## config.mk

```make
export PLATFORM = sky130hd
export DESIGN_NAME = instr_fetch_unit
export DESIGN_NICKNAME = d
export VERILOG_FILES = /design/src/rtl/instr_fetch_unit.sv
export SDC_FILE = /design/constraint.sdc
export NUM_CORES = 1
export LEC_CHECK = 0
export BUFFER_PORTS_ARGS = -buffer_cell sky130_fd_sc_hd__buf_2
export CORE_AREA = 2 2 105 158
export CTS_CLUSTER_SIZE = 40
export DETAILED_ROUTE_END_ITERATION = 10
export DIE_AREA = 0 0 107 160
export PLACE_DENSITY_LB_ADDON = 0.15
export SYNTH_ARGS = -nofsm -noshare
export SYNTH_HDL_FRONTEND = slang
export SYNTH_SLANG_ARGS = --single-unit
```

## constraint.sdc

```tcl
create_clock -name clk -period 3.7 [get_ports clk]
set_input_delay 0.185 -clock clk [delete_from_list [all_inputs] [get_ports clk]]
set_output_delay 0.185 -clock clk [all_outputs]
set_load 0.01 [all_outputs]
```

## src/rtl/instr_fetch_unit.sv

```systemverilog
`default_nettype none
// ============================================================================
//  Module      : instr_fetch_unit
//  Description : Instruction-fetch front end for the Control_unit decoder.
//                Holds the PC, fetches one 32-bit word per instruction over a
//                req/ack handshake with instruction memory, presents the held
//                instruction (plus opcode/funct3) until pc_en_i, then moves to
//                PC+4 or to the branch/jump target chosen by pcsrc_i.
//  Config      : FETCH_MISALIGN_TRAP_EN
//                  defined   - a misaligned next PC traps into FAULT
//                  undefined - next PC low two bits are forced to zero
//  Revision    : 1.0 - initial release
// ============================================================================
module instr_fetch_unit #(
   parameter int unsigned     XLEN      = 32,
   parameter logic [XLEN-1:0] RESET_PC  = 32'h0000_0000,
   parameter logic [XLEN-1:0] NOP_INSTR = 32'h0000_0013
) (
   input  logic            clk,
   input  logic            rst,
   input  logic            pc_en_i,
   input  logic            pcsrc_i,
   input  logic [XLEN-1:0] target_addr_i,
   output logic            imem_req_o,
   output logic [XLEN-1:0] imem_addr_o,
   input  logic            imem_ack_i,
   input  logic [XLEN-1:0] imem_rdata_i,
   output logic [XLEN-1:0] instr_o,
   output logic            instr_valid_o,
   output logic [6:0]      opcode_o,
   output logic [2:0]      funct3_o,
   output logic [XLEN-1:0] pc_o,
   output logic [XLEN-1:0] pc_plus4_o,
   output logic [31:0]     fetch_count_o,
   output logic            fetch_fault_o
);

   typedef enum logic [1:0] {
      S_IDLE  = 2'd0,
      S_REQ   = 2'd1,
      S_HOLD  = 2'd2,
      S_FAULT = 2'd3
   } state_t;

   localparam logic [XLEN-1:0] c_PC_STEP  = {{(XLEN-3){1'b0}}, 3'b100};
   localparam logic [XLEN-1:0] c_ALIGN_MASK = ~{{(XLEN-2){1'b0}}, 2'b11};

   state_t            state_q, state_d;
   logic [XLEN-1:0]   pc_q, pc_d;
   logic [XLEN-1:0]   instr_q, instr_d;
   logic              instr_valid_q, instr_valid_d;
   logic              req_q, req_d;
   logic [31:0]       fetch_count_q, fetch_count_d;

   logic [XLEN-1:0]   pc_plus4_w;
   logic [XLEN-1:0]   next_pc_raw_w;
   logic [XLEN-1:0]   next_pc_w;
   logic              ack_accept_w;

   // Sequential PC arithmetic wraps naturally modulo 2^XLEN.
   assign pc_plus4_w    = pc_q + c_PC_STEP;
   assign next_pc_raw_w = pcsrc_i ? target_addr_i : pc_plus4_w;

   // An ack only counts while a request is actually outstanding, so acks
   // left over from before a reset (or arriving in IDLE) are dropped.
   assign ack_accept_w  = req_q & imem_ack_i;

`ifdef FETCH_MISALIGN_TRAP_EN
   logic fault_q, fault_d;
   logic misaligned_w;

   // The raw target is kept so a trapped PC shows the offending address.
   assign next_pc_w     = next_pc_raw_w;
   assign misaligned_w  = |next_pc_raw_w[1:0];
   assign fetch_fault_o = fault_q;
`else
   // Without the trap the PC is always word aligned.
   assign next_pc_w     = next_pc_raw_w & c_ALIGN_MASK;
   assign fetch_fault_o = 1'b0;
`endif

   // State and datapath registers; rst overrides every other input.
   always_ff @(posedge clk) begin
      if (rst) begin
         state_q       <= S_IDLE;
         pc_q          <= RESET_PC;
         instr_q       <= NOP_INSTR;
         instr_valid_q <= 1'b0;
         req_q         <= 1'b0;
         fetch_count_q <= 32'd0;
`ifdef FETCH_MISALIGN_TRAP_EN
         fault_q       <= 1'b0;
`endif
      end else begin
         state_q       <= state_d;
         pc_q          <= pc_d;
         instr_q       <= instr_d;
         instr_valid_q <= instr_valid_d;
         req_q         <= req_d;
         fetch_count_q <= fetch_count_d;
`ifdef FETCH_MISALIGN_TRAP_EN
         fault_q       <= fault_d;
`endif
      end
   end

   // Next-state and next-datapath decode for the fetch sequencer.
   always_comb begin
      state_d       = state_q;
      pc_d          = pc_q;
      instr_d       = instr_q;
      instr_valid_d = instr_valid_q;
      req_d         = req_q;
      fetch_count_d = fetch_count_q;
`ifdef FETCH_MISALIGN_TRAP_EN
      fault_d       = fault_q;
`endif

      case (state_q)
         // One dead cycle after reset, then start fetching at RESET_PC.
         S_IDLE: begin
            state_d = S_REQ;
            req_d   = 1'b1;
         end

         // Request and address stay put until memory answers.
         S_REQ: begin
            if (ack_accept_w) begin
               instr_d       = imem_rdata_i;
               instr_valid_d = 1'b1;
               req_d         = 1'b0;
               fetch_count_d = fetch_count_q + 32'd1;
               state_d       = S_HOLD;
            end
         end

         // Instruction is presented until the Control_unit advances.
         S_HOLD: begin
            if (pc_en_i) begin
               instr_valid_d = 1'b0;
               instr_d       = NOP_INSTR;
               pc_d          = next_pc_w;
`ifdef FETCH_MISALIGN_TRAP_EN
               if (misaligned_w) begin
                  fault_d = 1'b1;
                  req_d   = 1'b0;
                  state_d = S_FAULT;
               end else begin
                  req_d   = 1'b1;
                  state_d = S_REQ;
               end
`else
               req_d   = 1'b1;
               state_d = S_REQ;
`endif
            end
         end

         // Sticky trap: nothing but rst leaves this state.
         S_FAULT: begin
            req_d         = 1'b0;
            instr_d       = NOP_INSTR;
            instr_valid_d = 1'b0;
         end

         default: begin
            state_d = S_IDLE;
            req_d   = 1'b0;
         end
      endcase
   end

   assign imem_req_o    = req_q;
   assign imem_addr_o   = pc_q;
   assign instr_o       = instr_q;
   assign instr_valid_o = instr_valid_q;
   assign opcode_o      = instr_q[6:0];
   assign funct3_o      = instr_q[14:12];
   assign pc_o          = pc_q;
   assign pc_plus4_o    = pc_plus4_w;
   assign fetch_count_o = fetch_count_q;

endmodule
`default_nettype wire
```

== After elaboration in Yosys (flattened, before gate mapping) ==
Index checks and enable logic that the tools add are counted.
Cells by class
  add/subtract/negate cells: 2
  multiply operators: 0
  div/mod/pow operators: 0
  $lt $le $gt $ge: 0
  equality and inequality tests: 5
  shift-type cells: 0
  mux-type cells: 13
  bitwise gates (word level): 1
  reductions and logical operators: 8
Operators with widths (count)
  two-way mux 32 bit: 3
  case mux 32 bit (3 select lines): 1
  adder 32 x 1 -> 32 bit, second input constant: 1
  adder 32 x 3 -> 32 bit, second input constant: 1
  case mux 2 bit (3 select lines): 1
  AND reduction 2 bit: 3
  AND reduction 3 bit: 2
  nonzero test 3 bit: 2
  equality test 2 bit, second input constant: 2
  two-way mux 1 bit: 4
  two-way mux 2 bit: 2
  inequality test 2 bit, second input constant: 2
  case mux 1 bit (4 select lines): 1
  case mux 1 bit (3 select lines): 1
  equality test 2 x 1 -> 1 bit, second input constant: 1
  logical NOT 2 bit: 1
  bitwise AND 1 bit: 1
Word-level totals
  register bits after elaboration: 98
  latch bits: 0
  memory bits (writable): 0
  bits in read-only memories: 0
  output and inout bits: 173
  memories kept: 0

== Longest topological paths before layout ==
Gate-level depths: netlist (run 1).
  word-level depth: 3
  depth in mapped cells: 7
  depth with buffers taken out: 5

== Least setup slack after synthesis (run 1) ==
OpenSTA, ideal clock, no wires.
  path kind: reg-to-output
  start point: reg pc_q[2], in the netlist imem_addr_o[2]
  end point: out pc_plus4_o[22]
  arrival: 2.097 ns
  required time: 3.515 ns
  path slack: 1.418 ns
  stages on the path, launching flop included: 8
  path buffers: 2
  cells stage by stage: dfxtp_1 -> ha_1 -> clkbuf_1 -> nand4_1 -> nor4_1 -> buf_2 -> nand3_1 -> xnor2_1
On the way
  cells in the longest elaborated chain, start to end: 1
RTL lines
  start: declaration: RTL line 49  | logic [XLEN-1:0] pc_q, pc_d;
  start signal: assignment: RTL line 96  | pc_q <= pc_d;
  adder 32 x 3 -> 32 bit: RTL line 61  | assign pc_plus4_w = pc_q + c_PC_STEP;
  end: declaration: RTL line 33  | output logic [XLEN-1:0] pc_plus4_o,
No other way between the ends.

== Final worst setup path (run 1) ==
  start point: reg pc_q[2], in the netlist imem_addr_o[2]
  end point: out pc_plus4_o[26]
The elaborated chain is that of the path after synthesis.

==> results of run 1 <==
logic make-up after synthesis:
kind of cell | after synthesis | share of synthesized area (%)
fa+ha+maj | 2 | 0.448
buf+inv | 117 | 11.3
compound gates | 167 | 19.8
flops | 98 | 35.1
other cells | 1 | 0.0671
xor+xnor | 35 | 5.49
mux | 10 | 1.95
simple gates | 272 | 25.8
per-layer routing:
layer  global-route usage, %  part of all wire (%)  wire length (um)
met1                    24.6                    42              7310
met5                       0                     0                 0
met2                    33.3                    49              8390
met4                    7.02                   2.3               395
met3                    4.04                   6.5              1120
layout make-up:
cell class	instances	area [sq um]	share of cell area (%)
Antenna cell	2	5.00	0.0729
Timing Repair Buffer	243	1250	18.2
Sequential cell	98	1960	28.6
Clock inverter	7	85.1	1.24
Tap cell	206	258	3.75
Clock buffer	9	225	3.28
Multi-Input combinational cell	493	3030	44.1
Inverter	15	56.3	0.820
worst max-delay path: cells and delay by family (launching register included):
family        cells  cell delay (ns)
buf+inv           2             0.41
flops             1             0.49
xor+xnor          1             0.14
simple gates      3             0.95
fa+ha+maj         1             0.37
flip-flops by register name, summed over array words and instances (netlist names):
name and flops:
imem_addr_o 30, state_q 2, imem_req_o 1, instr_valid_o 1
fetch_count_o 32, instr_o 32
cell usage in the layout (no fill, tap or decap), types with 4 or more instances in the layout:
cell / n
conb_1: 7
xor2_1: 14
mux2_2: 7
dfxtp_1: 98
nor3_1: 17
and4_1: 10
a31oi_1: 12
inv_1: 13
nand2_1: 49
o211ai_1: 4
a21o_1: 4
xnor2_1: 21
o311ai_0: 5
buf_2: 231
o22ai_1: 7
buf_4: 12
a22oi_1: 34
or3_1: 8
nor2b_1: 8
and2_1: 4
o41ai_1: 5
nor2_1: 62
nor4_1: 12
clkbuf_16: 9
a21oi_1: 40
o21ai_0: 23
nand4_1: 25
nand3_1: 26
o31ai_1: 13
or2_2: 5
and3_1: 14
or4_1: 16
metrics by stage:
step	total power, mW	worst slack [ns]	cells	hold WS, ns
global placement	1.30	1.15	1055	0.421
detailed placement	1.30	1.17	1055	0.423
global route	2.36	0.545	1073	0.0624
finish	2.26	0.803	1073	0.0702
floorplan	1.22	1.42	708	0.333
CTS	2.29	0.766	1071	0.0578
worst paths after layout:
kind                                                      from                              to  slack, ns  depth (start not counted)
worst max-delay path               imem_addr_o[2]$_SDFFE_PP0P_                  pc_plus4_o[26]       0.80                          7
worst min-delay path                           imem_rdata_i[1]         instr_o[1]$_SDFFE_PP1P_       0.07                          3
worst max register to register   fetch_count_o[3]$_SDFFE_PP0P_  fetch_count_o[29]$_SDFFE_PP0P_       1.30                          4
worst min register to register  fetch_count_o[28]$_SDFFE_PP0P_  fetch_count_o[28]$_SDFFE_PP0P_       0.49                          2
power by group:
part | switching [mW] | internal (mW) | total [mW]
clock | 0.451 | 0.537 | 0.988
sequential | 0.0175 | 1.07 | 1.09
combinational | 0.108 | 0.0745 | 0.183
total | 0.576 | 1.68 | 2.26
==> run_results.csv, run 1 <==
group,metric,value,unit
outcome,status,"finished clean",
synthesis,synth-async-reset-ratio,0,%
synthesis,synth_cells,702,
timing,maxSlewHeadroom,43.8,%
cells_and_area,fin_nets,931,
timing,fmax,0.345,GHz
timing,finalSetupTns,0,ns
floorplan,num_io_pins,242,
synthesis,synth.area.top_cells,"dfxtp_1 (35%), buf_4 (6.3%), a22oi_1 (4.7%)",
timing,rsz0062_at_grt,"no",
timing,period_minus_slack,2.90,ns
detailed_routing,vias_per_cell,5.36,
detailed_routing,drc,0,
floorplan,core_area,15900,sq um
timing,hold_viol,0,
detailed_routing,wire_per_inst,16.0,um
clock_tree,clockRootBuffer,"clkbuf_16",
global_route,overflow,0,
floorplan,start_util,35.1,%
floorplan,die_w,107,um
critical_path,worst_ep_required_time,3.51,ns
power,leakage,2.98,nW
synthesis,ys_top_cells_by_count,"dfxtp_1 (98), nor2_1 (62), nand2_1 (49)",
synthesis,synth-seq-area-share,35.1,%
clock_tree,cts_tree,"done",
floorplan,num_rows,57,
synthesis,syn_avg_cell_area,7.96,sq um
cells_and_area,finish.instance_area,6870,sq um
clock_tree,post_cts_buffers,0,
job,max_cap_viol_count,0,
synthesis,ys_ff_latch,98,
clock_tree,clk_pin_slew,0.08,ns
synthesis,synth_edf_count,0,
global_route,grt_pass1_wl,27400,um
synthesis,ys.flop_type,"dfxtp_1",
timing,worstMarginPinSlew,0.844,ns
critical_path,cp_data_arrival_time,2.71,ns
timing,fin_skew,0.0118,ns
clock_tree,post_cts.resized_instances,0,
global_route,antenna_found_initial,2,
timing,slew_violations,0,
synthesis,syn_area,5590,sq um
detailed_routing,firstDrtPassIters,4,
detailed_routing,drt_wl_total,17200,um
placed_design,gp_congestion,0.841,
cells_and_area,post_route_cells_drive_above_1_share,31.8,%
worst_hold_path,hp-class,"primary input to register",
synthesis,yosysWarnings,0,
synthesis,synth_most_common_cell,"dfxtp_1",
clock_tree,cts_hold_buf,0,
floorplan,die_h,160,um
clock_tree,h-tree-depth,3,
critical_path,critPathLaunchType,"register",
global_route,grt_max_degree,66,
global_route,grt_pass1_vias,5267,
critical_path,crit_slowest_cell,"dfxtp_1",
power,peakVddDrop,0.213,mV
critical_path,critical_path_class,"register to primary output",
clock_tree,cts.sinks,98,
placed_design,dp_hpwl,12200,um
detailed_routing,vias,5747,
timing,setup_viol,0,
cells_and_area,fin_util,43.2,%
synthesis,synth.distinct_cells,58,
detailed_routing,ant_nets,0,
critical_path,path_max_fanout,10,
critical_path,worst_setup_path_end_kind,"primary output",
detailed_routing,first_iter_violations,297,
floorplan,die_area,17100,sq um
critical_path,worstPathCellList,"ha_1 -> nand4_1 -> nor4_2 -> buf_4 -> and3_1 -> xor2_1 -> buf_2",
cells_and_area,nFillCells,1669,
global_route,grt.total_usage,19.7,%
cells_and_area,area_growth,22.9,%
placed_design,port_buffers,232,
synthesis,synth_top_cell_area_share,35.1,%
power,power.density,329,nW/um^2
placed_design,placedInstanceArea,6550,sq um
clock_tree,clock_latency,0.34,ns
critical_path,crit_path_max_incr_delay,0.49,ns
clock_tree,clock_path_buffers,2,
synthesis,yosysTopAreaCell,"dfxtp_1",
clock_tree,cts_buffers,9,
timing,period_share,78.3,%
No activity file was read; power rests on OpenSTA's default activity.
==> run 2: changes to the inputs <==
clock period = 2.88 ns   (was 3.7 ns; I/O delays follow)
==> run_results.csv, run 2 (synthesized netlist as in run 1, its figures left out) <==
group,metric,value,unit
outcome,status,"finished clean",
critical_path,crit_slowest_cell,"dfxtp_1",
detailed_routing,vias,5822,
critical_path,critPathLaunchType,"register",
timing,period_share,91.8,%
timing,maxSlewHeadroom,52.3,%
critical_path,worstPathCellList,"ha_1 -> nand4_1 -> nor4_1 -> buf_4 -> nand3_1 -> xnor2_1 -> buf_2",
detailed_routing,firstDrtPassIters,4,
floorplan,start_util,35.1,%
clock_tree,clock_latency,0.36,ns
timing,setup_viol,0,
cells_and_area,antenna_cells,0,
clock_tree,clock_path_buffers,2,
floorplan,num_rows,57,
critical_path,cp_data_arrival_time,2.50,ns
timing,fmax,0.378,GHz
worst_hold_path,min_from,"imem_rdata_i[4]",
timing,hold_viol,0,
cells_and_area,area_growth,24.9,%
worst_hold_path,hold_depth,3,
clock_tree,cts.sinks,98,
clock_tree,clk_pin_slew,0.09,ns
job,max_cap_viol_count,0,
critical_path,r2r_start,"fetch_count_o[3]$_SDFFE_PP0P_",
critical_path,crit_path_max_incr_delay,0.49,ns
detailed_routing,ant_nets,0,
critical_path,cp_num_buf_inv,2,
critical_path,ff2ff_setup_slack,0.50,ns
critical_path,worst_r2r_path_depth,4,
power,leakage,3.06,nW
critical_path,worst_setup_path_end_kind,"primary output",
cells_and_area,post_route_cells_drive_above_1_share,32.9,%
critical_path,path_max_fanout,9,
detailed_routing,vias_per_cell,5.37,
floorplan,die_h,160,um
detailed_routing,wire_per_inst,16.1,um
clock_tree,cts_hold_buf,0,
cells_and_area,final_cell_mix,"buf_2 (231), dfxtp_1 (98), nor2_1 (62), nand2_1 (49), a21oi_1 (40)",
critical_path,critical_path.top_delay_family,"simple AND/OR/NAND/NOR gates",
detailed_routing,drc,0,
power,power.density,422,nW/um^2
cells_and_area,final_common_cell,"buf_2",
clock_tree,clockRootBuffer,"clkbuf_16",
global_route,grt_pass1_wl,28200,um
timing,rsz0062_at_grt,"no",
worst_hold_path,min_delay_worst_endpoint,"instr_o[4]$_SDFFE_PP1P_",
floorplan,die_w,107,um
floorplan,num_io_pins,242,
cells_and_area,finish.instance_area,6980,sq um
clock_tree,cts_buffers,9,
power,peakVddDrop,0.245,mV
global_route,antenna_found_initial,1,
critical_path,worst_ep_required_time,2.74,ns
detailed_routing,first_iter_violations,268,
clock_tree,post_cts.resized_instances,0,
placed_design,dp_hpwl,12500,um
floorplan,core_area,15900,sq um
critical_path,critical_path_class,"register to primary output",
clock_tree,post_cts_buffers,0,
timing,worstMarginPinSlew,0.716,ns
floorplan,die_area,17100,sq um
global_route,overflow,0,
placed_design,placedInstanceArea,6660,sq um
placed_design,gp_congestion,0.801,
timing,slew_violations,0,
clock_tree,h-tree-depth,3,
timing,fin_skew,0.0165,ns
clock_tree,cts_tree,"done",
detailed_routing,drt_wl_total,17500,um
critical_path,r2r-end,"fetch_count_o[25]$_SDFFE_PP0P_",
timing,period_minus_slack,2.64,ns
placed_design,port_buffers,232,
worst_hold_path,hp-class,"primary input to register",
cells_and_area,fin_nets,945,
timing,finalSetupTns,0,ns
critical_path,crit_start,"imem_addr_o[2]$_SDFFE_PP0P_",
global_route,grt.total_usage,20.1,%
global_route,grt_pass1_vias,5463,
global_route,grt_max_degree,53,
-- run 2: worst reg2reg max path, stage by stage, from the launching register on --
cell and delay (ns):
dfxtp_1 0.46, nand4_2 0.14, or4_1 0.85, nor4b_1 0.44, mux2_2 0.37
-- run 2: worst max-delay path by stage --
stage                                      to  cells after the start  slack (ns)
3_5_place_dp   fetch_count_o[25]$_SDFFE_PP0P_                      4        0.51
4_1_cts                        pc_plus4_o[25]                      5        0.21
6_report                       pc_plus4_o[20]                      7        0.24
3_3_place_gp   fetch_count_o[25]$_SDFFE_PP0P_                      4        0.54
2_1_floorplan                  pc_plus4_o[22]                      7        0.64
5_1_grt                        pc_plus4_o[20]                      7       0.009
-- run 2: area by class of cell --
class | instances | area [sq um]
Clock buffer | 9 | 225
Inverter | 15 | 56.3
Multi-Input combinational cell | 493 | 3030
Timing Repair Buffer | 257 | 1350
Clock inverter | 7 | 96.3
Tap cell | 206 | 258
Sequential cell | 98 | 1960
Fill cell | 1670 | 8930
-- run 2: layer usage --
layer	up-vias	wire length [um]	share of wire [%]	global-route usage [%]
met5	-	14	0.080	0
met4	2	282	1.6	5.67
met3	21	1100	6.3	4.12
met2	217	8650	49	34.7
met1	2712	7450	43	25.3
li1	2870	-	-	-
-- run 2: where the power goes --
group,switching (mW),internal [mW],total [mW]
combinational,0.143,0.0987,0.242
sequential,0.0206,1.37,1.39
clock,0.606,0.702,1.31
total,0.770,2.17,2.94
-- run 2: stage by stage --
step / cells / worst slack [ns] / utilization [%] / hold slack, ns / power, mW
finish: 1085 / 0.236 / 43.9 / 0.0120 / 2.94
global route: 1085 / 0.00899 / 43.9 / 0.00801 / 3.07
CTS: 1085 / 0.212 / 43.9 / 0.00331 / 2.98
global placement: 1069 / 0.541 / 41.8 / 0.381 / 1.67
floorplan: 708 / 0.639 / - / 0.292 / 1.57
detailed placement: 1069 / 0.511 / 41.8 / 0.378 / 1.67
